`config.mk`:
```
export PLATFORM = sky130hd
export DESIGN_NAME = meter_countdown_flat
export DESIGN_NICKNAME = d
export VERILOG_FILES = /design/src/rtl/meter_pkg.sv /design/src/rtl/meter_countdown_if.sv /design/src/rtl/meter_bcd_alu.sv /design/src/rtl/meter_countdown.sv /design/src/flat_wrapper.sv
export SDC_FILE = /design/constraint.sdc
export NUM_CORES = 1
export LEC_CHECK = 0
export BUFFER_PORTS_ARGS = -buffer_cell sky130_fd_sc_hd__buf_4
export CELL_PAD_IN_SITES_DETAIL_PLACEMENT = 2
export CELL_PAD_IN_SITES_GLOBAL_PLACEMENT = 2
export CORE_MARGIN = 2
export CORE_UTILIZATION = 30
export CTS_BUF_LIST = sky130_fd_sc_hd__clkbuf_4 sky130_fd_sc_hd__clkbuf_8
export DETAILED_ROUTE_END_ITERATION = 12
export PLACE_DENSITY = 0.76
export RECOVER_POWER = 100
export SYNTH_ARGS = -nofsm -noshare
export SYNTH_HDL_FRONTEND = slang
export SYNTH_SLANG_ARGS = --single-unit
```
`constraint.sdc`:
```
create_clock -name clk -period 26.6 [get_ports clk]
set_input_delay 5.32 -clock clk [delete_from_list [all_inputs] [get_ports clk]]
set_output_delay 5.32 -clock clk [all_outputs]
set_load 0.005 [all_outputs]
```
`src/rtl/meter_pkg.sv`:
```
// meter_pkg: shared state encodings, BCD digit width and BCD helpers for the parking meter
package meter_pkg;
    localparam int DIGIT_W = 4;
    localparam logic [15:0] MAX_BCD = 16'h9999;
    typedef enum logic [1:0] {
        ST_EXPIRED = 2'd0,
        ST_LOW     = 2'd1,
        ST_NORMAL  = 2'd2
    } state_t;
    function automatic logic [15:0] to_bcd(input int v);
        return {4'(v / 1000 % 10), 4'(v / 100 % 10), 4'(v / 10 % 10), 4'(v % 10)};
    endfunction
endpackage

```
`src/rtl/meter_countdown_if.sv`:
```
// meter_countdown_if: divided clock levels and button pulses in, BCD count and display controls out
interface meter_countdown_if;
    logic        tick_lvl;
    logic        blink_lvl;
    logic        add1_pulse;
    logic        add2_pulse;
    logic        set1_pulse;
    logic        set2_pulse;
    logic [15:0] digits;
    logic        expired;
    logic        disp_on;
    logic        sec_strobe;
    modport master (
        output tick_lvl, blink_lvl, add1_pulse, add2_pulse, set1_pulse, set2_pulse,
        input  digits, expired, disp_on, sec_strobe
    );
    modport slave (
        input  tick_lvl, blink_lvl, add1_pulse, add2_pulse, set1_pulse, set2_pulse,
        output digits, expired, disp_on, sec_strobe
    );
endinterface

```
`src/rtl/meter_bcd_alu.sv`:
```
// meter_bcd_alu: 4-digit BCD add with saturation, followed by decrement that floors at zero
module meter_bcd_alu
    import meter_pkg::*;
(
    input  logic [15:0] t,
    input  logic [15:0] add_val,
    input  logic [15:0] max_val,
    output logic [15:0] sum,
    output logic [15:0] dec
);
    logic [15:0] raw;
    logic [4:0]  s;
    logic        c;
    logic        b;
    logic [3:0]  d;
    // per-digit carry add; a carry out of the top digit or a value above the ceiling saturates
    always_comb begin
        raw = '0;
        s = '0;
        c = 1'b0;
        for (int i = 0; i < 4; i++) begin
            s = {1'b0, t[i*DIGIT_W +: DIGIT_W]} + {1'b0, add_val[i*DIGIT_W +: DIGIT_W]} + {4'b0, c};
            c = s > 5'd9;
            raw[i*DIGIT_W +: DIGIT_W] = c ? 4'(s - 5'd10) : s[3:0];
        end
        sum = (c || raw > max_val) ? max_val : raw;
    end
    // borrow chain across digits; a zero sum starts with no borrow so it stays zero
    always_comb begin
        dec = sum;
        d = '0;
        b = sum != '0;
        for (int i = 0; i < 4; i++) begin
            d = sum[i*DIGIT_W +: DIGIT_W];
            dec[i*DIGIT_W +: DIGIT_W] = b ? (d == 4'd0 ? 4'd9 : d - 4'd1) : d;
            b = b && d == 4'd0;
        end
    end
endmodule

```
`src/rtl/meter_countdown.sv`:
```
// meter_countdown: BCD seconds countdown with add/set controls; define LOW_WARN_EN for the flashing low-time state
module meter_countdown
    import meter_pkg::*;
#(
    parameter int ADD1_SEC = 60,
    parameter int ADD2_SEC = 120,
    parameter int SET1_SEC = 16,
    parameter int SET2_SEC = 150,
    parameter int MAX_SEC  = 9999,
    parameter int LOW_SEC  = 180
) (
    input logic clk,
    input logic rst,
    meter_countdown_if.slave bus
);
    localparam logic [15:0] ADD1_B = to_bcd(ADD1_SEC);
    localparam logic [15:0] ADD2_B = to_bcd(ADD2_SEC);
    localparam logic [15:0] SET1_B = to_bcd(SET1_SEC);
    localparam logic [15:0] SET2_B = to_bcd(SET2_SEC);
    localparam logic [15:0] MAX_B  = MAX_SEC >= 9999 ? MAX_BCD : to_bcd(MAX_SEC);
`ifdef LOW_WARN_EN
    localparam logic [15:0] LOW_B  = to_bcd(LOW_SEC);
`endif

    if (MAX_SEC > 9999 || LOW_SEC > 9999) begin : g_param_err
        $error("meter_countdown: MAX_SEC and LOW_SEC must fit in 4 BCD digits");
    end

    logic        tick_q;
    logic        tick_rise;
    logic        disp_n;
    logic        disp_q;
    logic        strobe_q;
    logic [15:0] cnt;
    logic [15:0] cnt_n;
    logic [15:0] add_val;
    logic [15:0] sum;
    logic [15:0] dec;
    state_t      state;
    state_t      state_n;

    assign tick_rise = bus.tick_lvl & ~tick_q;

    meter_bcd_alu u_alu (
        .t       (cnt),
        .add_val (add_val),
        .max_val (MAX_B),
        .sum     (sum),
        .dec     (dec)
    );

    // next count by priority set > add(+tick) > tick, then state and display decode from the new count
    always_comb begin
        add_val = bus.add2_pulse ? ADD2_B : bus.add1_pulse ? ADD1_B : '0;
        cnt_n = bus.set2_pulse ? SET2_B
              : bus.set1_pulse ? SET1_B
              : tick_rise ? dec
              : (bus.add1_pulse | bus.add2_pulse) ? sum
              : cnt;
`ifdef LOW_WARN_EN
        state_n = cnt_n == '0 ? ST_EXPIRED : cnt_n < LOW_B ? ST_LOW : ST_NORMAL;
`else
        state_n = cnt_n == '0 ? ST_EXPIRED : ST_NORMAL;
`endif
        disp_n = state_n == ST_EXPIRED ? bus.blink_lvl : state_n == ST_LOW ? bus.tick_lvl : 1'b1;
    end

    // count, state, edge detect and display registers; edge detect loads 1 so a high level after reset is not an edge
    always_ff @(posedge clk) begin
        if (rst) begin
            tick_q <= 1'b1;
            cnt <= '0;
            state <= ST_EXPIRED;
            disp_q <= 1'b0;
            strobe_q <= 1'b0;
        end else begin
            tick_q <= bus.tick_lvl;
            cnt <= cnt_n;
            state <= state_n;
            disp_q <= disp_n;
            strobe_q <= tick_rise;
        end
    end

    assign bus.digits = cnt;
    assign bus.expired = state == ST_EXPIRED;
    assign bus.disp_on = disp_q;
    assign bus.sec_strobe = strobe_q;
endmodule

```
`src/flat_wrapper.sv`:
```
// flat-port wrapper written by rule: the top's interface ports become plain ports
module meter_countdown_flat import meter_pkg::*;
#(
    parameter int ADD1_SEC = 60,
    parameter int ADD2_SEC = 120,
    parameter int SET1_SEC = 16,
    parameter int SET2_SEC = 150,
    parameter int MAX_SEC  = 9999,
    parameter int LOW_SEC  = 180
)
  (clk, rst, bus_tick_lvl, bus_blink_lvl, bus_add1_pulse, bus_add2_pulse, bus_set1_pulse, bus_set2_pulse, bus_digits, bus_expired, bus_disp_on, bus_sec_strobe);
  meter_countdown_if bus_i ();
  input logic clk;
  input logic rst;
  input wire logic [$bits(bus_i.tick_lvl)-1:0] bus_tick_lvl;
  input wire logic [$bits(bus_i.blink_lvl)-1:0] bus_blink_lvl;
  input wire logic [$bits(bus_i.add1_pulse)-1:0] bus_add1_pulse;
  input wire logic [$bits(bus_i.add2_pulse)-1:0] bus_add2_pulse;
  input wire logic [$bits(bus_i.set1_pulse)-1:0] bus_set1_pulse;
  input wire logic [$bits(bus_i.set2_pulse)-1:0] bus_set2_pulse;
  output wire logic [$bits(bus_i.digits)-1:0] bus_digits;
  output wire logic [$bits(bus_i.expired)-1:0] bus_expired;
  output wire logic [$bits(bus_i.disp_on)-1:0] bus_disp_on;
  output wire logic [$bits(bus_i.sec_strobe)-1:0] bus_sec_strobe;
  assign bus_i.tick_lvl = bus_tick_lvl;
  assign bus_i.blink_lvl = bus_blink_lvl;
  assign bus_i.add1_pulse = bus_add1_pulse;
  assign bus_i.add2_pulse = bus_add2_pulse;
  assign bus_i.set1_pulse = bus_set1_pulse;
  assign bus_i.set2_pulse = bus_set2_pulse;
  assign bus_digits = bus_i.digits;
  assign bus_expired = bus_i.expired;
  assign bus_disp_on = bus_i.disp_on;
  assign bus_sec_strobe = bus_i.sec_strobe;
  meter_countdown #(.ADD1_SEC(ADD1_SEC), .ADD2_SEC(ADD2_SEC), .SET1_SEC(SET1_SEC), .SET2_SEC(SET2_SEC), .MAX_SEC(MAX_SEC), .LOW_SEC(LOW_SEC)) u_core (.clk(clk), .rst(rst), .bus(bus_i));
endmodule
```
* Word-level counts from Yosys, hierarchy flattened
Index checks and enable logic that the tools add are counted.
Cells by class: add/sub/neg operators 15, multipliers 0, div/mod/pow operators 0, $lt $le $gt $ge 5, eq/ne operators 1, shift operators 0, multiplexer cells 22, bitwise gates (word level) 3, reductions and logical operators 12
Operators with widths (number):
- 2-to-1 mux 16 bit | 6
- 2-to-1 mux 4 bit | 12
- adder 4 x 4 -> 5 bit | 4
- > comparator 5 x 4 -> 1 bit, second input constant | 4
- > comparator 16 bit, second input constant | 1
- zero test 16 bit | 1
- zero test 4 bit | 4
- nonzero test 16 bit | 1
- subtractor 4 x 1 -> 4 bit, second input constant | 4
- subtractor 4 bit, second input constant | 4
- adder 5 x 1 -> 5 bit | 3
- 2-to-1 mux 7 bit | 1
- zero test 2 bit | 2
- logical AND 1 bit | 3
- equality test 2 x 1 -> 1 bit, second input constant | 1
- 2-to-1 mux 1 bit | 2
- 2-to-1 mux 2 bit | 1
- AND 1 bit | 1
- logical OR 1 bit | 1
- inverter 1 bit | 1
- bitwise OR 1 bit | 1
Word-level totals: register bits 21, latch bits 0, bits in writable memories 0, memory bits (read-only) 0, input bits 8, word-level logic and storage cells 63, memories 0

* Longest topological paths before layout
Gate-level depths: netlist of the first run.
depth in word-level cells 27, mapped depth 43, mapped depth without buffers 41

* Modules after synthesis
Synthesis of the first run repeated with hierarchy kept, for this count alone.
Unflattened totals: cells, all modules 478, area, all modules 3487.1 um^2
Modules (own cells, without submodules):
- meter_bcd_alu | times used 1, cells an instance 336, area each 2376.0 um^2, sequential area each 0.0 um^2
- meter_countdown | times used 1, cells an instance 142, area each 1111.1 um^2, sequential area each 400.4 um^2

* Least setup slack after synthesis of the first run
No wires, ideal clock.
kind in2reg, from in bus_add2_pulse, to reg u_core.disp_q (netlist: u_core.bus.disp_on), setup time 0.145 ns, arrival time 12.952 ns, data required time 26.455 ns, path slack 13.503 ns, stages on the path 38, buffers on the path 2, cell sequence nor2_1 -> clkinv_1 -> fa_1 -> xor2_2 -> inv_1 -> ha_1 -> a21bo_2 -> o21ai_0 -> o21a_1 -> nand2b_1 -> fa_1 -> inv_1 -> ha_1 -> clkbuf_1 -> xnor2_1 -> ha_1 -> inv_1 -> o21ai_0 -> (+2 left out) -> ha_1 -> ha_1 -> buf_2 -> xnor2_1 -> a32oi_1 -> and2b_2 -> o311ai_2 -> nand2_1 -> or2_2 -> nor2_1 -> ha_1 -> nand3_1 -> nor4_4 -> a21oi_1 -> a221oi_1 -> nor2_1 -> nor4b_1 -> a41oi_1
Between the ends: longest elaborated chain between the ends 26
RTL lines:
- start, declared | line flat_wrapper.sv:18 | input wire logic [$bits(bus_i.add2_pulse)-1:0] bus_add2_pulse;
- parallel branches: the longest is 18 deep, another holds > comparator 16 bit
- 2-to-1 mux 16 bit (*) | line meter_countdown.sv:57 | : tick_rise ? dec
- 2-to-1 mux 16 bit (*) | line meter_countdown.sv:56 | : bus.set1_pulse ? SET1_B
- 2-to-1 mux 16 bit (*) | line meter_countdown.sv:55 | cnt_n = bus.set2_pulse ? SET2_B
- zero test 16 bit (*) | line meter_countdown.sv:63 | state_n = cnt_n == '0 ? ST_EXPIRED : ST_NORMAL;
- 2-to-1 mux 2 bit (*) | line meter_countdown.sv:63
- equality test 2 x 1 -> 1 bit | line meter_countdown.sv:65 | disp_n = state_n == ST_EXPIRED ? bus.blink_lvl : state_n == ST_LOW ? bus.tick_lvl : 1'b1;
- 2-to-1 mux 1 bit | line meter_countdown.sv:65
- 2-to-1 mux 1 bit (*) | line meter_countdown.sv:65
- end signal, assigned | line meter_countdown.sv:80 | disp_q <= disp_n;
- end, declared | line meter_countdown.sv:32 | logic disp_q;
Every way passes the cells marked *. A chain may end at the register's enable or synchronous reset.

* Worst setup path after layout of the first run
Ends and elaborated chain as after synthesis.

==> qor.yml, run 1 <==
gp_congestion: 0.908
async_reset_ff_frac: 0
initial_core_util: 0.306
yosysTopAreaCell: "dfxtp_1"
drtIter0Drc: 178
crit_arrival_ns: 15.63
worstMarginPinSlew_ns: 1.32
ys_top_cells_by_count: "nor2_1 (49), inv_1 (23), nand2_1 (21)"
path_max_fanout: 10
critPathKind: "in -> reg"
p_int_uw: 68.4
hold_violations: 0
clk_latency_ns: 0.27
vias: 2846
slew_violations: 0
cap_violations: 0
p_switching_uw: 42.4
cts.clk_slew.worst_paths_ns: 0.08
wl_per_cell_um: 20.4
p_leak_nw: 1.22
numClockSinks: 20
final_antenna_net_count: 0
syn-num-nets: 379
fin_area_um2: 2900
crit_top_cell: "ha_1"
ys_seq_area_frac: 0.152
syn_inst: 353
rsz0062_at_grt: "false"
area_growth_pct: 9.90
swShare: 0.383
track_usage: 0.204
finalSetupViolCount: 0
clkPwrFrac: 0.282
pwr-share-seq: 0.297
finalNetCount: 393
postCtsHoldBufs: 0
via_per_inst: 6.00
synthTopCellsByArea: "dfxtp_1 (15%), ha_1 (7.6%), nor2_1 (7.0%)"
ys_ff_latch: 20
post-route-min-period_ns: 15.53
synth_ff_type: "dfxtp_1"
synth-edff-count: 0
peakVddDrop_v: 0.0000324
cts_root_buffer: "clkbuf_8"
antenna_cells: 0
clockBufferDepth: 2
cts_tree: "built"
cts_setup_buffers: 0
placed_area_um2: 2870
ioPinCount: 27
netlist_area_um2: 2640
die_w_um: 97.8
crit_path_max_incr_delay_ns: 1.11
drcViolationCount: 0
yosysTopAreaCellShare: 0.152
synthDistinctLibCells: 84
fin_setup_tns_ns: 0
pwr-share-comb: 0.421
post-route-period-util: 0.584
critPathCaptureType: "flop"
hold_start: "u_core.bus.digits[4]$_SDFF_PP0_"
port_buffers: 26
cts-resized-gates: 0
power_density_nw_per_um2: 38.2
cpMaxStageDelayCell: "nor4_1"
cp-start-kind: "input pin"
max_slew_margin: 0.110
grt_max_degree: 21
finish.utilization: 0.336
dr.pass1.iters: 4
crit_start: "bus_add2_pulse"
grt_pass1_vias: 2923
die_h_um: 97.8
grt.overflow.total: 0
status: "finished clean"
grt_pass1_wl_um: 16000
dieArea_um2: 9570
yosysMostFrequentCell: "nor2_1"
clock_skew_ns: 0.00227
worstPathRequired_ns: 26.70
dp_hpwl_um: 7670
drive_gt1_frac: 0.161
avgSynthCellArea_um2: 7.48
rows: 34
htree_num_levels: 1
clock.fmax_mhz: 64.4
numCtsBuffers: 3
core_area_um2: 8640
antenna_found_initial: 0
worstReg2RegStart: "u_core.bus.digits[1]$_SDFF_PP0_"
synth_warnings: 0
hold_path.class: "reg -> reg"
drt_wl_total_um: 9670
-- cell usage in the layout, fill, tap and decap left out, types with 4 or more instances in the layout --
master,n
inv_1,23
nor3_1,11
ha_1,16
o21ai_0,17
a21boi_0,4
or2_2,7
clkbuf_4,19
dfxtp_1,20
nor4_1,6
buf_4,6
nand3_1,8
a31oi_1,8
xnor2_1,7
a211oi_1,6
a221oi_1,4
o31ai_1,6
nand2b_1,6
and3_1,5
o211ai_1,6
nand2_1,21
a21oi_1,18
nor2_1,49
nor2b_1,7
-- layer usage --
layer | part of all wire | global-route usage | routed length (µm) | vias to the layer above
met3 | 0.027 | 0.0143 | 258 | 11
met5 | 0 | 0 | 0 | -
met4 | 0.011 | 0.0299 | 110 | 0
li1 | - | - | - | 1352
met2 | 0.46 | 0.335 | 4470 | 47
met1 | 0.50 | 0.298 | 4830 | 1436
-- through the flow --
stage	hold WS (ns)	power (mW)	setup slack, ns	instances
2_1_floorplan	0.535	0.0671	13.50	353
3_3_place_gp	0.599	0.0793	12.12	470
3_5_place_dp	0.583	0.0811	11.65	470
4_1_cts	0.612	0.113	11.92	474
5_1_grt	0.662	0.119	9.98	474
6_report	0.593	0.111	11.07	474
-- final timing paths --
kind | endpoint | slack [ns] | cells past startpoint
setup / recovery | u_core.bus.disp_on$_SDFF_PP0_ | 11.07 | 36
hold / removal | u_core.bus.digits[4]$_SDFF_PP0_ | 0.59 | 2
setup reg to reg | u_core.bus.disp_on$_SDFF_PP0_ | 15.56 | 40
hold reg to reg | u_core.bus.digits[4]$_SDFF_PP0_ | 0.59 | 2
-- cell type report --
class	count	area, µm²
Fill cell	1052	5730
Inverter	24	90.1
Multi-Input combinational cell	291	2010
Tap cell	108	135
Clock inverter	1	30.0
Timing Repair Buffer	27	195
Sequential cell	20	400
Clock buffer	3	41.3
-- worst max-delay path: cells and delay by family --
kind	cells	cell delay, ns
XOR/XNOR	2	0.56
buffers and inverters	6	0.92
adder cells (fa/ha/maj)	8	2.68
AO/OA/AOI/OAI	10	2.68
AND/OR/NAND/NOR	10	3.46
-- state kept, by name, indices dropped and copies added, names as in the netlist --
name,flops
u_core.bus.digits,16
u_core.state,1
u_core.tick_q,1
u_core.bus.sec_strobe,1
u_core.bus.disp_on,1
-- power by group through the flow --
stage | Combinational, mW | Clock [mW] | Sequential (mW)
floorplan | 0.0342 | 0 | 0.0329
global placement | 0.0456 | 0 | 0.0336
detailed placement | 0.0474 | 0 | 0.0337
CTS | 0.0478 | 0.0322 | 0.0330
global route | 0.0514 | 0.0338 | 0.0332
finish | 0.0467 | 0.0312 | 0.0329
-- cells by family (layout without fill, tap and decap cells) --
| logic type | count (synthesis) | after routing | synth area share |
|---|---|---|---|
| and+or+nand+nor | 151 | 151 | 0.322 |
| AOI/OAI and AO/OA | 108 | 108 | 0.305 |
| buffers and inverters | 42 | 55 | 0.0753 |
| DFF | 20 | 20 | 0.152 |
| adders and majority gates | 18 | 18 | 0.0910 |
| xor gates and xnor gates | 10 | 10 | 0.0388 |
| muxes | 4 | 4 | 0.0166 |
Note: power is estimated with default switching activity, not from simulation.
==> inputs of run 2 (changes only) <==
Settings changed: PLACE_DENSITY 0.76 to 0.79.
Clock period 26.6 ns to 13.1 ns, I/O delays scaled along.
==> run 2 against run 1 <==
  * Cell area is 1.4% higher
  * Clock skew increased by 0.0082 ns
  * Register-to-register slack got worse by 13 ns
  * Largest cell class unchanged
  * Largest power group unchanged
==> qor.yml, run 2 (synthesis results as in run 1) <==
die_w_um: 97.8
rsz0062_at_grt: "false"
dieArea_um2: 9570
min_delay_path_depth: 2
cpMaxStageDelayCell: "fa_1"
status: "finished clean"
critPathKind: "in -> reg"
gp_congestion: 0.946
post-route-min-period_ns: 11.94
dp_hpwl_um: 7790
hold_path.class: "reg -> reg"
port_buffers: 26
slew_violations: 0
crit_top_cell: "ha_1"
multiInputGateArea_um2: 2040
cts_root_buffer: "clkbuf_8"
htree_num_levels: 1
seqCellArea_um2: 400
finalSetupViolCount: 0
cts_setup_buffers: 0
dr.pass1.iters: 4
crit_path_max_incr_delay_ns: 0.63
cts.clk_slew.worst_paths_ns: 0.10
grt_max_degree: 21
area_growth_pct: 11.4
p_leak_nw: 1.25
initial_core_util: 0.306
hold_start: "u_core.bus.digits[4]$_SDFF_PP0_"
worstPathRequired_ns: 13.20
final_cell_mix: "nor2_1 (49), inv_1 (23), nand2_1 (21), dfxtp_1 (20), clkbuf_4 (19)"
path_max_fanout: 10
holdPathEnd: "u_core.bus.digits[4]$_SDFF_PP0_"
post-route-period-util: 0.911
r2r_slack_ns: 2.91
drt_wl_total_um: 10200
clockBufferDepth: 2
clock.fmax_mhz: 83.8
clock_skew_ns: 0.0104
total_power_uw: 232
met3_usage: 0.0179
clk_latency_ns: 0.28
power_density_nw_per_um2: 78.9
numCtsBuffers: 3
grt.overflow.total: 0
wl_per_cell_um: 21.4
die_h_um: 97.8
worstMarginPinSlew_ns: 1.03
peakVddDrop_v: 0.0000537
cp-start-kind: "input pin"
met2_usage: 0.357
rr_endpoint: "u_core.bus.disp_on$_SDFF_PP0_"
grt_pass1_vias: 2993
via_per_inst: 6.04
core_area_um2: 8640
ff2ff_path_depth: 41
critPathCaptureType: "flop"
final_common_cell: "nor2_1"
drtIter0Drc: 115
finish.utilization: 0.341
grt_pass1_wl_um: 16700
ioPinCount: 27
use_met1: 0.304
rows: 34
finalNetCount: 394
drive_gt1_frac: 0.172
numClockSinks: 20
antenna_cells: 0
largest_register_ffs: 16
hold_violations: 0
worstReg2RegStart: "u_core.bus.digits[1]$_SDFF_PP0_"
fin_setup_tns_ns: 0
cap_violations: 0
antenna_found_initial: 0
grt-busiest-layer: "met2"
vias: 2867
cts_tree: "built"
crit_arrival_ns: 12.04
track_usage: 0.212
drcViolationCount: 0
n_fill_cell: 1034
final_antenna_net_count: 0
max_slew_margin: 0.315
## run 2: worst max path at each step
stage | endpoint | slack [ns] | startpoint
after floorplan | u_core.bus.disp_on$_SDFF_PP0_ | 2.70 | bus_add2_pulse
after global placement | u_core.bus.disp_on$_SDFF_PP0_ | 1.29 | bus_add2_pulse
after detailed placement | u_core.bus.disp_on$_SDFF_PP0_ | 0.73 | bus_add2_pulse
after CTS | u_core.bus.disp_on$_SDFF_PP0_ | 0.98 | bus_add2_pulse
after global routing | u_core.bus.disp_on$_SDFF_PP0_ | 0.12 | bus_add2_pulse
final | u_core.bus.disp_on$_SDFF_PP0_ | 1.16 | bus_add2_pulse
## run 2: worst max-delay path: cells and delay by family
family                   cells  cell delay [ns]
AND/OR/NAND/NOR              9             2.79
adder cells (fa/ha/maj)      8             2.67
AO/OA/AOI/OAI               11             2.34
buffers and inverters        6             0.89
XOR/XNOR                     3             0.68
## run 2: report_power, final
group          switching [mW]  internal [mW]  leakage, nW
clock                  0.0263         0.0409       0.0357
sequential            0.00364         0.0633        0.164
combinational          0.0625         0.0357         1.05
## run 2: routing by layer
metal | vias to the layer above | wire [µm] | share of wire
met1 | 1431 | 4640 | 0.46
met2 | 80 | 4890 | 0.48
met3 | 10 | 537 | 0.053
met5 | - | 0 | 0
met4 | 0 | 107 | 0.011
li1 | 1346 | - | -
## run 2: repair_timing
action                                  in CTS  in global routing
hold buffers                                 0                  0
endpoints found under the setup margin       0                  2
resized for setup                            0                  1
## run 2: stage by stage
step | setup WS (ns) | area [µm²] | hold WS (ns) | instances
4_1_cts | 0.985 | 2950 | 0.606 | 475
2_1_floorplan | 2.70 | 2640 | 0.535 | 353
3_3_place_gp | 1.29 | 2880 | 0.584 | 471
6_report | 1.16 | 2940 | 0.592 | 475
3_5_place_dp | 0.732 | 2880 | 0.591 | 471
5_1_grt | 0.118 | 2940 | 0.656 | 475
## run 2: final cells by class
class / instances / share of cell area
multi-input cells: 291 / 0.694
well taps: 108 / 0.0459
flip-flops and latches: 20 / 0.136
clock inverters: 1 / 0.0102
repair buffers: 28 / 0.0689
inverters: 24 / 0.0306
clock buffers: 3 / 0.0140
==> inputs of run 3 (changes only) <==
Settings changed: PLACE_DENSITY 0.79 to unset, PLACE_DENSITY_LB_ADDON set to 0.1.
Clock period 13.1 ns to 14.4 ns, I/O delays scaled along.
==> run 3 against run 2 <==
  * Flip-flop and latch count unchanged
  * Critical path depth decreased by 1
  * Die area unchanged
  * Highest routed layer unchanged
  * Clock skew decreased by 0.0010 ns
  * First-iteration DRC count increased by 13%
  * Register-to-register slack improved by 0.97 ns
==> qor.yml, run 3 (synthesis results as in run 1) <==
ioPinCount: 27
post-route-min-period_ns: 12.48
clk_latency_ns: 0.28
grt_pass1_wl_um: 15900
path_delay_family: "simple AND/OR/NAND/NOR gates"
worstReg2RegStart: "u_core.bus.digits[1]$_SDFF_PP0_"
gp_congestion: 0.860
vias: 2779
pwr-share-seq: 0.289
rsz0062_at_grt: "false"
clkPwrFrac: 0.299
n_fill_cell: 1053
slew_violations: 0
dr.pass1.iters: 4
port_buffers: 26
peakVddDrop_v: 0.0000362
dp_hpwl_um: 7630
cap_violations: 0
p_leak_nw: 1.23
drt_wl_total_um: 9730
cts-resized-gates: 0
clock.fmax_mhz: 80.1
dieArea_um2: 9570
final_common_cell: "nor2_1"
p_switching_uw: 83.7
cts.clk_slew.worst_paths_ns: 0.09
cts_setup_buffers: 0
clockBufferDepth: 2
drcViolationCount: 0
worstPathRequired_ns: 14.51
r2r_slack_ns: 3.88
wl_per_cell_um: 20.5
final_cell_mix: "nor2_1 (49), inv_1 (23), nand2_1 (21), dfxtp_1 (20), clkbuf_4 (19)"
min_delay_path_depth: 2
place_inst: 471
status: "finished clean"
track_usage: 0.204
cpMaxStageDelayCell: "o22ai_1"
grt.overflow.total: 0
grt_pass1_vias: 2875
post-route-period-util: 0.867
grt_max_degree: 21
numClockSinks: 20
path_depth: 36
cts_tree: "built"
initial_core_util: 0.306
hold_path.class: "reg -> reg"
die_h_um: 97.8
swShare: 0.398
critPathBufInv: 6
largest_register_ffs: 16
clock_skew_ns: 0.00940
pwr-share-comb: 0.412
final_antenna_net_count: 0
crit_top_cell: "ha_1"
worstMarginPinSlew_ns: 1.04
critPathKind: "in -> reg"
area_growth_pct: 10.8
power_density_nw_per_um2: 72.0
fin_setup_tns_ns: 0
cts_root_buffer: "clkbuf_8"
p_int_uw: 127
finalNetCount: 394
ff2ff_path_depth: 40
drtIter0Drc: 130
rows: 34
antenna_found_initial: 0
hold_violations: 0
numCtsBuffers: 3
critPathCaptureType: "flop"
worstSetupEndpoint: "u_core.bus.disp_on$_SDFF_PP0_"
crit_arrival_ns: 12.59
postCtsHoldBufs: 0
crit_path_max_incr_delay_ns: 0.67
fin_cells: 475
path_max_fanout: 10
htree_num_levels: 1
rr_endpoint: "u_core.bus.disp_on$_SDFF_PP0_"
hold_ws_ns: 0.631
drive_gt1_frac: 0.163
cp-start-kind: "input pin"
crit_start: "bus_add2_pulse"
antenna_cells: 0
die_w_um: 97.8
core_area_um2: 8640
max_slew_margin: 0.305
via_per_inst: 5.85
finalSetupViolCount: 0
[run 3: cell counts in the layout (fill, tap and decap cells not counted)]
No cell type changed its count.
[run 3: how the worst min path moves through the flow]
stage	from	to	slack, ns
global route	u_core.bus.digits[4]$_SDFF_PP0_	u_core.bus.digits[4]$_SDFF_PP0_	0.69
floorplan	u_core.bus.digits[4]$_SDFF_PP0_	u_core.bus.digits[4]$_SDFF_PP0_	0.53
CTS	u_core.bus.digits[4]$_SDFF_PP0_	u_core.bus.digits[4]$_SDFF_PP0_	0.66
global placement	u_core.bus.digits[4]$_SDFF_PP0_	u_core.bus.digits[4]$_SDFF_PP0_	0.62
finish	u_core.bus.digits[4]$_SDFF_PP0_	u_core.bus.digits[4]$_SDFF_PP0_	0.63
detailed placement	u_core.bus.digits[4]$_SDFF_PP0_	u_core.bus.digits[4]$_SDFF_PP0_	0.63
[run 3: layer usage]
layer  share of wire  global-route usage  routed length, µm
met4           0.015              0.0470                143
met5               0                   0                  0
met1            0.51               0.295               4940
met3           0.034              0.0193                331
met2            0.44               0.329               4320
[run 3: tightest hold or removal path: stages (launching register included)]
cell and delay [ns]:
dfxtp_1 0.38, o31ai_1 0.12, nor2_1 0.10
[run 3: power groups by stage]
stage               Sequential, mW  Clock, mW  Combinational, mW
floorplan                   0.0609          0             0.0631
global placement            0.0622          0             0.0862
detailed placement          0.0622          0             0.0874
CTS                         0.0610     0.0647             0.0880
global route                0.0614     0.0676             0.0956
finish                      0.0608     0.0630             0.0867
[run 3: area by class of cell]
class / instances / area [µm²] / share of cell area
Timing Repair Buffer: 28 / 203 / 0.0693
Clock inverter: 1 / 30.0 / 0.0103
Clock buffer: 3 / 41.3 / 0.0141
Multi-Input combinational cell: 291 / 2030 / 0.692
Inverter: 24 / 90.1 / 0.0308
Tap cell: 108 / 135 / 0.0462
Sequential cell: 20 / 400 / 0.137
[run 3: stage by stage]
stage | setup slack, ns | instance area, µm² | utilization | power, mW
final | 1.92 | 2930 | 0.339 | 0.211
after global routing | 1.04 | 2930 | 0.339 | 0.225
after CTS | 2.16 | 2950 | 0.341 | 0.214
after detailed placement | 1.93 | 2880 | 0.333 | 0.150
after global placement | 2.19 | 2880 | 0.333 | 0.148
after floorplan | 3.74 | 2640 | - | 0.124
